File: src/rtl/pipe_stage_buf_pkg.sv
// Shared types for the pipeline stage buffer: handshake state encoding and the
// per-stage packed payload structs with their bubble (squashed-entry) values.
package pipe_stage_buf_pkg;

    // Encoding doubles as the occupancy count (0, 1 or 2 entries held).
    typedef enum logic [1:0] {
        PS_EMPTY = 2'd0,
        PS_ONE   = 2'd1,
        PS_TWO   = 2'd2
    } pstage_state_t;

    // addi x0, x0, 0: the canonical NOP loaded into squashed fetch slots.
    localparam logic [31:0] NOP_INSTR = 32'h0000_0013;

    typedef struct packed {
        logic [31:0] pc;
        logic [31:0] instr;
    } ifid_t;

    typedef struct packed {
        logic [31:0] pc;
        logic [31:0] rs1_val;
        logic [31:0] rs2_val;
        logic [31:0] imm;
        logic [4:0]  rd;
        logic [3:0]  alu_op;
        logic        reg_w;
        logic        mem_r;
        logic        mem_w;
    } idex_t;

    typedef struct packed {
        logic [31:0] alu_res;
        logic [31:0] store_val;
        logic [4:0]  rd;
        logic        reg_w;
        logic        mem_r;
        logic        mem_w;
    } exmem_t;

    typedef struct packed {
        logic [31:0] wb_val;
        logic [4:0]  rd;
        logic        reg_w;
    } memwb_t;

    // Bubbles carry no side effects: NOP in fetch, all write/memory enables low.
    localparam ifid_t  IFID_BUBBLE  = '{pc: 32'h0, instr: NOP_INSTR};
    localparam idex_t  IDEX_BUBBLE  = '0;
    localparam exmem_t EXMEM_BUBBLE = '0;
    localparam memwb_t MEMWB_BUBBLE = '0;

endpackage

File: src/rtl/pipe_stage_buf_if.sv
// Valid/ready handshake bundle for one pipeline stage: the upstream (in_*) and
// downstream (out_*) sides. master = the environment around the stage, slave = the stage.
interface pipe_stage_buf_if #(
    parameter int W = 32
) ();
    logic         in_valid;
    logic         in_ready;
    logic [W-1:0] in_data;
    logic         out_valid;
    logic         out_ready;
    logic [W-1:0] out_data;

    modport master (
        output in_valid, in_data, out_ready,
        input  in_ready, out_valid, out_data
    );

    modport slave (
        input  in_valid, in_data, out_ready,
        output in_ready, out_valid, out_data
    );
endinterface

File: src/rtl/pipe_stage_buf_sat_cnt.sv
// Saturating event counter with synchronous clear; clear wins over increment.
module pipe_sat_cnt #(
    parameter int CNT_W = 16
) (
    input  logic             CLK,
    input  logic             nRST,
    input  logic             inc,
    input  logic             clr,
    output logic [CNT_W-1:0] cnt
);

    // Count qualifying cycles, sticking at all-ones instead of wrapping.
    always_ff @(posedge CLK or negedge nRST) begin
        if (!nRST) begin
            // NOTE: sequential state uses <= so every flop samples pre-edge values.
            cnt <= '0;
        end else if (clr) begin
            cnt <= '0;
        end else if (inc && (cnt != '1)) begin
            cnt <= cnt + CNT_W'(1);
        end
    end

endmodule

File: src/rtl/pipe_stage_buf.sv
// Generic pipeline stage register with valid/ready handshake, optional 2-entry
// skid buffer, synchronous flush with bubble insertion and a stall-cycle counter.
module pipe_stage_buf
    import pipe_stage_buf_pkg::*;
#(
    parameter int           W          = 32,
    parameter int           SKID_EN    = 1,
    parameter logic [W-1:0] BUBBLE_VAL = '0,
    parameter logic [W-1:0] KEEP_MASK  = '0,
    parameter int           CNT_W      = 16
) (
    input  logic             CLK,
    input  logic             nRST,
    input  logic             flush,
    input  logic             clr_stats,
    pipe_stage_buf_if.slave  bus,
    output logic [1:0]       occupancy,
    output logic [CNT_W-1:0] stall_cnt
);

    pstage_state_t state, state_nxt;
    logic [W-1:0]  main_q, main_nxt;
    logic [W-1:0]  skid_q, skid_nxt;
    logic          out_valid_q;
    logic          in_ready;
    logic          accept;
    logic          drain;

    assign accept = bus.in_valid & in_ready;
    assign drain  = out_valid_q & bus.out_ready;

    // Next state and entry contents; flush overrides any accept/drain this cycle.
    always_comb begin
        // NOTE: every comb output gets a default first, so no path can infer a latch.
        state_nxt = state;
        main_nxt  = main_q;
        skid_nxt  = skid_q;
        if (flush) begin
            state_nxt = PS_EMPTY;
            main_nxt  = (bus.in_data & KEEP_MASK) | (BUBBLE_VAL & ~KEEP_MASK);
            skid_nxt  = BUBBLE_VAL;
        end else begin
            case (state)
                PS_EMPTY: begin
                    if (accept) begin
                        state_nxt = PS_ONE;
                        main_nxt  = bus.in_data;
                    end
                end
                PS_ONE: begin
                    if (accept && drain) begin
                        main_nxt = bus.in_data;
                    end else if (accept && (SKID_EN != 0)) begin
                        state_nxt = PS_TWO;
                        skid_nxt  = bus.in_data;
                    end else if (drain) begin
                        state_nxt = PS_EMPTY;
                        main_nxt  = BUBBLE_VAL;
                    end
                end
                PS_TWO: begin
                    if (drain) begin
                        state_nxt = PS_ONE;
                        main_nxt  = skid_q;
                        skid_nxt  = BUBBLE_VAL;
                    end
                end
                default: begin
                    state_nxt = PS_EMPTY;
                    main_nxt  = BUBBLE_VAL;
                    skid_nxt  = BUBBLE_VAL;
                end
            endcase
        end
    end

    // State, payload registers and registered out_valid.
    always_ff @(posedge CLK or negedge nRST) begin
        if (!nRST) begin
            state       <= PS_EMPTY;
            main_q      <= BUBBLE_VAL;
            skid_q      <= BUBBLE_VAL;
            out_valid_q <= 1'b0;
        end else begin
            state       <= state_nxt;
            main_q      <= main_nxt;
            skid_q      <= skid_nxt;
            out_valid_q <= (state_nxt != PS_EMPTY);
        end
    end

    generate
        if (SKID_EN != 0) begin : gen_skid
            logic in_ready_q;

            // Registered in_ready: the skid entry absorbs the one-cycle late stall.
            always_ff @(posedge CLK or negedge nRST) begin
                if (!nRST) begin
                    in_ready_q <= 1'b1;
                end else begin
                    in_ready_q <= (state_nxt != PS_TWO);
                end
            end

            assign in_ready = in_ready_q;
        end else begin : gen_single
            // Without a skid entry, space frees up in the same cycle the entry drains.
            assign in_ready = ~out_valid_q | bus.out_ready;
        end
    endgenerate

    assign bus.in_ready  = in_ready;
    assign bus.out_valid = out_valid_q;
    assign bus.out_data  = main_q;
    assign occupancy     = 2'(state);

    pipe_sat_cnt #(
        .CNT_W (CNT_W)
    ) u_stall_cnt (
        .CLK  (CLK),
        .nRST (nRST),
        .inc  (out_valid_q & ~bus.out_ready),
        .clr  (clr_stats),
        .cnt  (stall_cnt)
    );

endmodule

File: src/flat_wrapper.sv
// flat-port wrapper written by rule: the top's interface ports become plain ports
module pipe_stage_buf_flat import pipe_stage_buf_pkg::*;
#(
    parameter int           W          = 32,
    parameter int           SKID_EN    = 1,
    parameter logic [W-1:0] BUBBLE_VAL = '0,
    parameter logic [W-1:0] KEEP_MASK  = '0,
    parameter int           CNT_W      = 16
)
  (CLK, nRST, flush, clr_stats, occupancy, stall_cnt, bus_in_valid, bus_in_data, bus_out_ready, bus_in_ready, bus_out_valid, bus_out_data);
  pipe_stage_buf_if #(.W(W)) bus_i ();
  input  logic CLK;
  input  logic nRST;
  input  logic flush;
  input  logic clr_stats;
  output logic [1:0] occupancy;
  output logic [CNT_W-1:0] stall_cnt;
  input wire logic [$bits(bus_i.in_valid)-1:0] bus_in_valid;
  input wire logic [$bits(bus_i.in_data)-1:0] bus_in_data;
  input wire logic [$bits(bus_i.out_ready)-1:0] bus_out_ready;
  output wire logic [$bits(bus_i.in_ready)-1:0] bus_in_ready;
  output wire logic [$bits(bus_i.out_valid)-1:0] bus_out_valid;
  output wire logic [$bits(bus_i.out_data)-1:0] bus_out_data;
  assign bus_i.in_valid = bus_in_valid;
  assign bus_i.in_data = bus_in_data;
  assign bus_i.out_ready = bus_out_ready;
  assign bus_in_ready = bus_i.in_ready;
  assign bus_out_valid = bus_i.out_valid;
  assign bus_out_data = bus_i.out_data;
  pipe_stage_buf #(.W(W), .SKID_EN(SKID_EN), .BUBBLE_VAL(BUBBLE_VAL), .KEEP_MASK(KEEP_MASK), .CNT_W(CNT_W)) u_core (.CLK(CLK), .nRST(nRST), .flush(flush), .clr_stats(clr_stats), .bus(bus_i), .occupancy(occupancy), .stall_cnt(stall_cnt));
endmodule
File: config.mk
export PLATFORM = sky130hd
export DESIGN_NAME = pipe_stage_buf_flat
export DESIGN_NICKNAME = d
export VERILOG_FILES = /design/src/rtl/pipe_stage_buf_pkg.sv /design/src/rtl/pipe_stage_buf_if.sv /design/src/rtl/pipe_stage_buf_sat_cnt.sv /design/src/rtl/pipe_stage_buf.sv /design/src/flat_wrapper.sv
export SDC_FILE = /design/constraint.sdc
export NUM_CORES = 1
export LEC_CHECK = 0
export BUFFER_PORTS_ARGS = -buffer_cell sky130_fd_sc_hd__buf_4
export CORE_ASPECT_RATIO = 1.5
export CORE_MARGIN = 4
export CORE_UTILIZATION = 45
export DETAILED_ROUTE_END_ITERATION = 6
export PLACE_DENSITY = 0.68
export SLEW_MARGIN = 20
export SYNTH_ARGS = -nofsm -noshare
export SYNTH_HDL_FRONTEND = slang
export SYNTH_SLANG_ARGS = --single-unit
File: constraint.sdc
create_clock -name CLK -period 2.05 [get_ports CLK]
set_clock_uncertainty 0.2 [all_clocks]
set_input_delay 0.1025 -clock CLK [delete_from_list [all_inputs] [get_ports CLK]]
set_output_delay 0.1025 -clock CLK [all_outputs]
set_load 0.05 [all_outputs]
# Word-level counts from Yosys, hierarchy flattened
# Cells that the tools add are included.
totals:
  mem_bits_ro: 0
  wordCells: 48
  n_memories: 0
  out_inout_bits: 52
  latch_bits: 0
  regBits: 84
  ram_bits: 0
  in_bits: 38
classes:
  n_lt_le_gt_ge: 0
  n_bitwise: 4
  div: 0
  eq_ne: 11
  mul: 0
  reduce_logical: 7
  add_sub_neg: 1
  n_shift: 0
  muxes: 19
op_table:
  columns: ["op", "count"]
  rows:
  - ["$mux W32", 8]
  - ["$pmux W32 S3", 2]
  - ["$mux W16", 2]
  - ["$add A16 B1 Y16 const B", 1]
  - ["$ne A16 B16 Y1 const B", 1]
  - ["$mux W2", 6]
  - ["$ne A3 B2 Y1 const B", 3]
  - ["$reduce_and A4 Y1", 2]
  - ["$pmux W2 S3", 1]
  - ["$ne A2 B2 Y1 const B", 2]
  - ["$ne A4 B2 Y1 const B", 1]
  - ["$ne A4 B4 Y1 const B", 1]
  - ["$reduce_bool A2 Y1", 2]
  - ["$and A1 B1 Y1", 3]
  - ["$ne A3 B3 Y1 const B", 1]
  - ["$eq A2 B1 Y1 const B", 1]
  - ["$eq A2 B2 Y1 const B", 1]
  - ["$logic_and A1 B1 Y1", 2]
  - ["$logic_not A2 Y1", 1]
  - ["$not A1 Y1", 1]

# Logic depth before layout (Yosys ltp)
logic_depth:
  word_depth: 7
  depth_mapped: 6
  ltp_nobuf: 5

# Cells and area by module
# Synthesis repeated with hierarchy kept, for this count alone.
unflattened:
  cells_unflattened: 405
  area_unflattened_um2: 4362.9
by_module_without_submodules:
  columns: ["mod", "n_inst", "area_each_um2", "seq_area_each_um2", "cells_each"]
  rows:
  - ["pipe_stage_buf", 1, 3420.8, 1702.9, 307]
  - ["pipe_sat_cnt", 1, 942.2, 400.4, 98]

# Least setup slack after synthesis
# No wires, ideal clock.
synth_timing:
  kind: "register to register"
  startpoint: "reg u_core.u_stall_cnt.cnt[0]"
  endpoint: "reg u_core.u_stall_cnt.cnt[4]"
  arrival_time_ns: 1.919
  stages_incl_launch_ff: 7
  setup_slack_ns: -0.194
  required_ns: 1.725
  period_less_slack_ns: 2.244
  setup_ns: 0.125
  n_path_buf: 1
  path_cell_list: "dfrtp_1 -> ha_1 -> nand4_2 -> nor4_4 -> buf_6 -> nor3_2 -> mux2_4"
synth_between:
  elab_chain_cells: 3
  word_cells_on_any_way: 6
  cone_classes: "add/sub: 1; eq/ne: 1; mux: 2; reduce/logical: 2"
synth_rtl:
  columns: ["item", "line", "rtl"]
  rows:
  - ["from (decl)", "pipe_stage_buf_sat_cnt.sv:9", "output logic [CNT_W-1:0] cnt"]
  - ["from (signal assigned)", "pipe_stage_buf_sat_cnt.sv:20", "cnt <= cnt + CNT_W'(1);"]
  - ["$add A16 B1 Y16 / $ne A16 B16 Y1 (equally long branches)", "pipe_stage_buf_sat_cnt.sv:20, pipe_stage_buf_sat_cnt.sv:19", null]
  - ["$mux W16 / $logic_and A1 B1 Y1 (equally long branches)", "pipe_stage_buf_sat_cnt.sv:19", "end else if (inc && (cnt != '1)) begin"]
  - ["$mux W16 / $reduce_bool A2 Y1 (equally long branches)", null, null]
# Parallel ways exist; a longest one is shown, timed or not. The select of a mux whose other input is x is not followed.
# A chain may end at the register's enable or synchronous reset.

# Worst setup path after layout
layout_timing:
  startpoint: "reg u_core.u_stall_cnt.cnt[0]"
  endpoint: "reg u_core.u_stall_cnt.cnt[5]"
# The elaborated chain is that of the path after synthesis.

==> summary.md <==
| Metric | Value |
|---|---|
| Pin count of the biggest net entering global routing | `47` |
| Sw Pwr | `1.44 mW` |
| ANT nets after route | `0` |
| Sequential share of power | `between 30 and 40%` |
| Antenna violations before repair | `0` |
| Ports | `90` |
| Post-synth EDFFs | `0` |
| H-tree depth | `3` |
| Buffers & Inverters on Critical Path | `1` |
| Total grt overflow | `0` |
| Num CTS Buffers | `9` |
| Top_reg_cell synth | `dfrtp_1` |
| Total negative setup slack | `0 ps` |
| Gate Count Post-Synth | `379` |
| Worst Hold Margin | `around 45 ps` |
| Initial Utilization | `between 40% and 50%` |
| Max-slew violations | `0` |
| Slew headroom | `between 60 and 70%` |
| # rows | `42` |
| Crit path required time | `2110 ps` |
| Status | `finished, final reports clean` |
| Flops & latches, synth | `84` |
| CTS tree | `yes` |
| Register area share after synthesis | `52.0%` |
| First-pass GRT wire length | `about 17 mm` |
| Power Density | `843 nW/µm²` |
| Clock power frac | `roughly 36%` |
| Most common cell in the netlist | `dfrtp_1` |
| R2R depth | `6` |
| Nets | `544` |
| Final wirelength | `just over 10 mm` |
| Placed Instances | `approximately 570` |
| Final hold violation count | `0` |
| DRT Pass-1 Iters | `4` |
| Layout cell share with drive strength beyond 1 | `30.2%` |
| DRT iter0 DRCs | `171` |
| CTS max path bufs | `2` |
| Switching share of power | `between 30% and 40%` |
| RSZ-0062 raised after global routing | `yes` |
| IO buf count | `89` |
| CP arrival | `2040 ps` |
| RD Place Congestion | `0.826` |
| Hold Path Stages | `3` |
| Vias per inst | `around 5.5` |
| Reg area | `2120 µm²` |
| # fillers | `692` |
| Final instance area | `between 5000 and 6000 µm²` |
| Via count | `3,432` |
| Post-synth cell types | `between 40 and 50` |
| Crit path max-delay cell type | `or4_1` |
| Inserted Diodes | `0` |
| Tcrit/Tclk final | `96.7%` |
| Vias in the first global route | `about 3,600` |
| Wire per inst | `16.7 µm` |
| WP depth | `6` |
| Die width | `85.4 µm` |
| Max stage delay on crit path | `510 ps` |
| Die ar. | `between 10,000 and 15,000 µm²` |
| Syn nets | `418` |
| Area Growth Syn to Fin | `39.5%` |
| Worst-path cell chain | `ha_1 -> nand4_2 -> nor4_4 -> buf_4 -> or4_1 -> a21oi_1` |
| Synth async-reset ratio | `100%` |
| Max cap viols | `0` |
| DR DRC count | `0` |
| Synth top area share | `~51%` |
| Internal | `3.31 mW` |
| Worst setup EP type | `flop` |
| Worst Tran Pin Value | `456 ps` |
| GR Util All Layers | `between 20% and 30%` |
| Final worst path period need | `a little under 2000 ps` |
| Area post-placement | `4930 µm²` |
| Post-DP HPWL | `6.94 mm` |
| Syn Area/Cell | `10.7 µm²` |
| Kind of cell adding the most delay to the critical path | `simple AND/OR/NAND/NOR gates` |
| Comb power frac | `24.1%` |
| Clock sinks | `84` |
| Multi-input logic area | `1730 µm²` |
| CTS root buf | `clkbuf_16` |
| Synth cell count leaders | `dfrtp_1 (83), nand2_1 (44), inv_1 (38)` |
| Fmax | `505 MHz` |
| Yosys warns | `0` |
| Leakage | `2.63 nW` |
| Die H | `124 µm` |
| Clock-pin slew on the worst setup and hold paths | `approximately 60 ps` |
| Clk Latency, worst-skew pair | `330 ps` |
| Worst-path maximum fanout | `11` |
| Post-CTS Setup Inserts | `0` |
| Core footprint | `around 9000 µm²` |
| Maximum vdd drop | `between 0.0004 and 0.0005 V` |
| Final design utilization | `64.2%` |
| Final setup fails | `0` |
| Post-Syn Area | `just over 4000 µm²` |
| Top cells by area, synth | `dfrtp_1 (51%), mux2i_1 (7.9%), o2bb2ai_1 (6.9%), a22oi_1 (5.9%), nand2_1 (4.1%)` |
| Synth area leader | `dfrtp_1` |
| CP Launch Type | `flop` |
| Worst hold path type | `in -> reg` |
| Fin cells | `620` |
| Worst setup path class | `reg -> reg` |
final timing paths:
check,from,slack [ps],endpoint
max in group asynchronous,nRST,970,u_core.bus.out_data[30]$_DFFE_PN0P_
worst min register to register,u_core.bus.out_data[1]$_DFFE_PN0P_,290,u_core.bus.out_data[1]$_DFFE_PN0P_
worst max register to register,u_core.u_stall_cnt.cnt[0]$_DFFE_PN0P_,70,u_core.u_stall_cnt.cnt[5]$_DFFE_PN0P_
worst min-delay path,bus_in_valid,50,u_core.bus.in_ready$_DFF_PN1_
min in group asynchronous,nRST,80,u_core.u_stall_cnt.cnt[5]$_DFFE_PN0P_
worst max-delay path,u_core.u_stall_cnt.cnt[0]$_DFFE_PN0P_,70,u_core.u_stall_cnt.cnt[5]$_DFFE_PN0P_
area by class of cell:
cell class	count	area share (%)
clock buffers	12	4.37
clock inverters	4	1.29
well taps	110	2.44
multi-input cells	232	30.6
repair buffers	140	21.1
flip-flops and latches	84	37.6
inverters	38	2.53
sequential cells by signal (all words and copies together) (netlist names):
signal	cells
u_core.bus.in_ready	1
u_core.bus.out_data	32
u_core.bus.out_valid	1
u_core.occupancy	2
u_core.skid_q	32
u_core.u_stall_cnt.cnt	16
repair_timing:
item | in CTS | in global routing
hold buffers | 36 | 0
setup endpoints to repair | 0 | 2
gates resized for setup | 0 | 6
endpoints found under the hold margin | 163 | 0
worst min-delay path: stages:
cell and delay, ps:
buf_4 140, a31oi_1 140, or3_1 150
per-stage QoR:
step	setup WS (ps)	total power [mW]
3_5_place_dp	100	3.00
6_report	68.4	4.75
2_1_floorplan	43.0	2.57
3_3_place_gp	117	2.98
5_1_grt	-4.81	4.96
4_1_cts	30.1	4.80
power groups by stage:
stage	sequential [mW]	clock, mW	combinational [mW]
6_report	1.88	1.72	1.15
5_1_grt	1.90	1.83	1.23
2_1_floorplan	2.18	0	0.388
3_5_place_dp	1.90	0	1.09
4_1_cts	1.88	1.77	1.15
3_3_place_gp	1.90	0	1.08
routing by layer:
metal	part of all wire (%)	vias to the layer above	track usage, %
met5	0	-	0
met4	0.90	0	7.82
met3	4.2	8	4.04
met2	54	96	36.5
met1	41	1712	24.2
li1	-	1616	-
placed cells by master, fill, tap and decap left out, types with 2 or more instances in the layout:
| master | count |
|---|---|
| nor2_1 | 7 |
| o2bb2ai_1 | 32 |
| inv_1 | 38 |
| a31oi_1 | 3 |
| a21oi_1 | 9 |
| mux2_4 | 3 |
| nand2b_1 | 2 |
| bufinv_16 | 2 |
| nor3_2 | 3 |
| or3_1 | 4 |
| nor2b_1 | 6 |
| dfrtp_2 | 13 |
| o31ai_1 | 4 |
| nor4_1 | 2 |
| nor3_1 | 2 |
| and3_1 | 2 |
| o21ai_0 | 4 |
| clkbuf_16 | 9 |
| or4_1 | 5 |
| buf_4 | 100 |
| clkbuf_1 | 2 |
| nand4_1 | 2 |
| dfrtp_1 | 70 |
| mux2i_1 | 32 |
| dlygate4sd3_1 | 36 |
| nor2b_2 | 2 |
| nand2_1 | 44 |
| o41ai_1 | 2 |
| nand4_2 | 2 |
| buf_12 | 4 |
| nand3_1 | 5 |
| a22oi_1 | 32 |
logic make-up (layout without fill, tap and decap cells):
kind of cell    Yosys count  in the layout  synth area share [%]
compound gates           98             98                  18.5
simple gates             96             96                  13.2
flops                    84             84                  52.0
buf+inv                  63            194                  6.50
mux                      36             36                  9.32
fa+ha+maj                 1              1                 0.310
xor+xnor                  1              1                 0.217
Power figures use the tool's default switching activity.
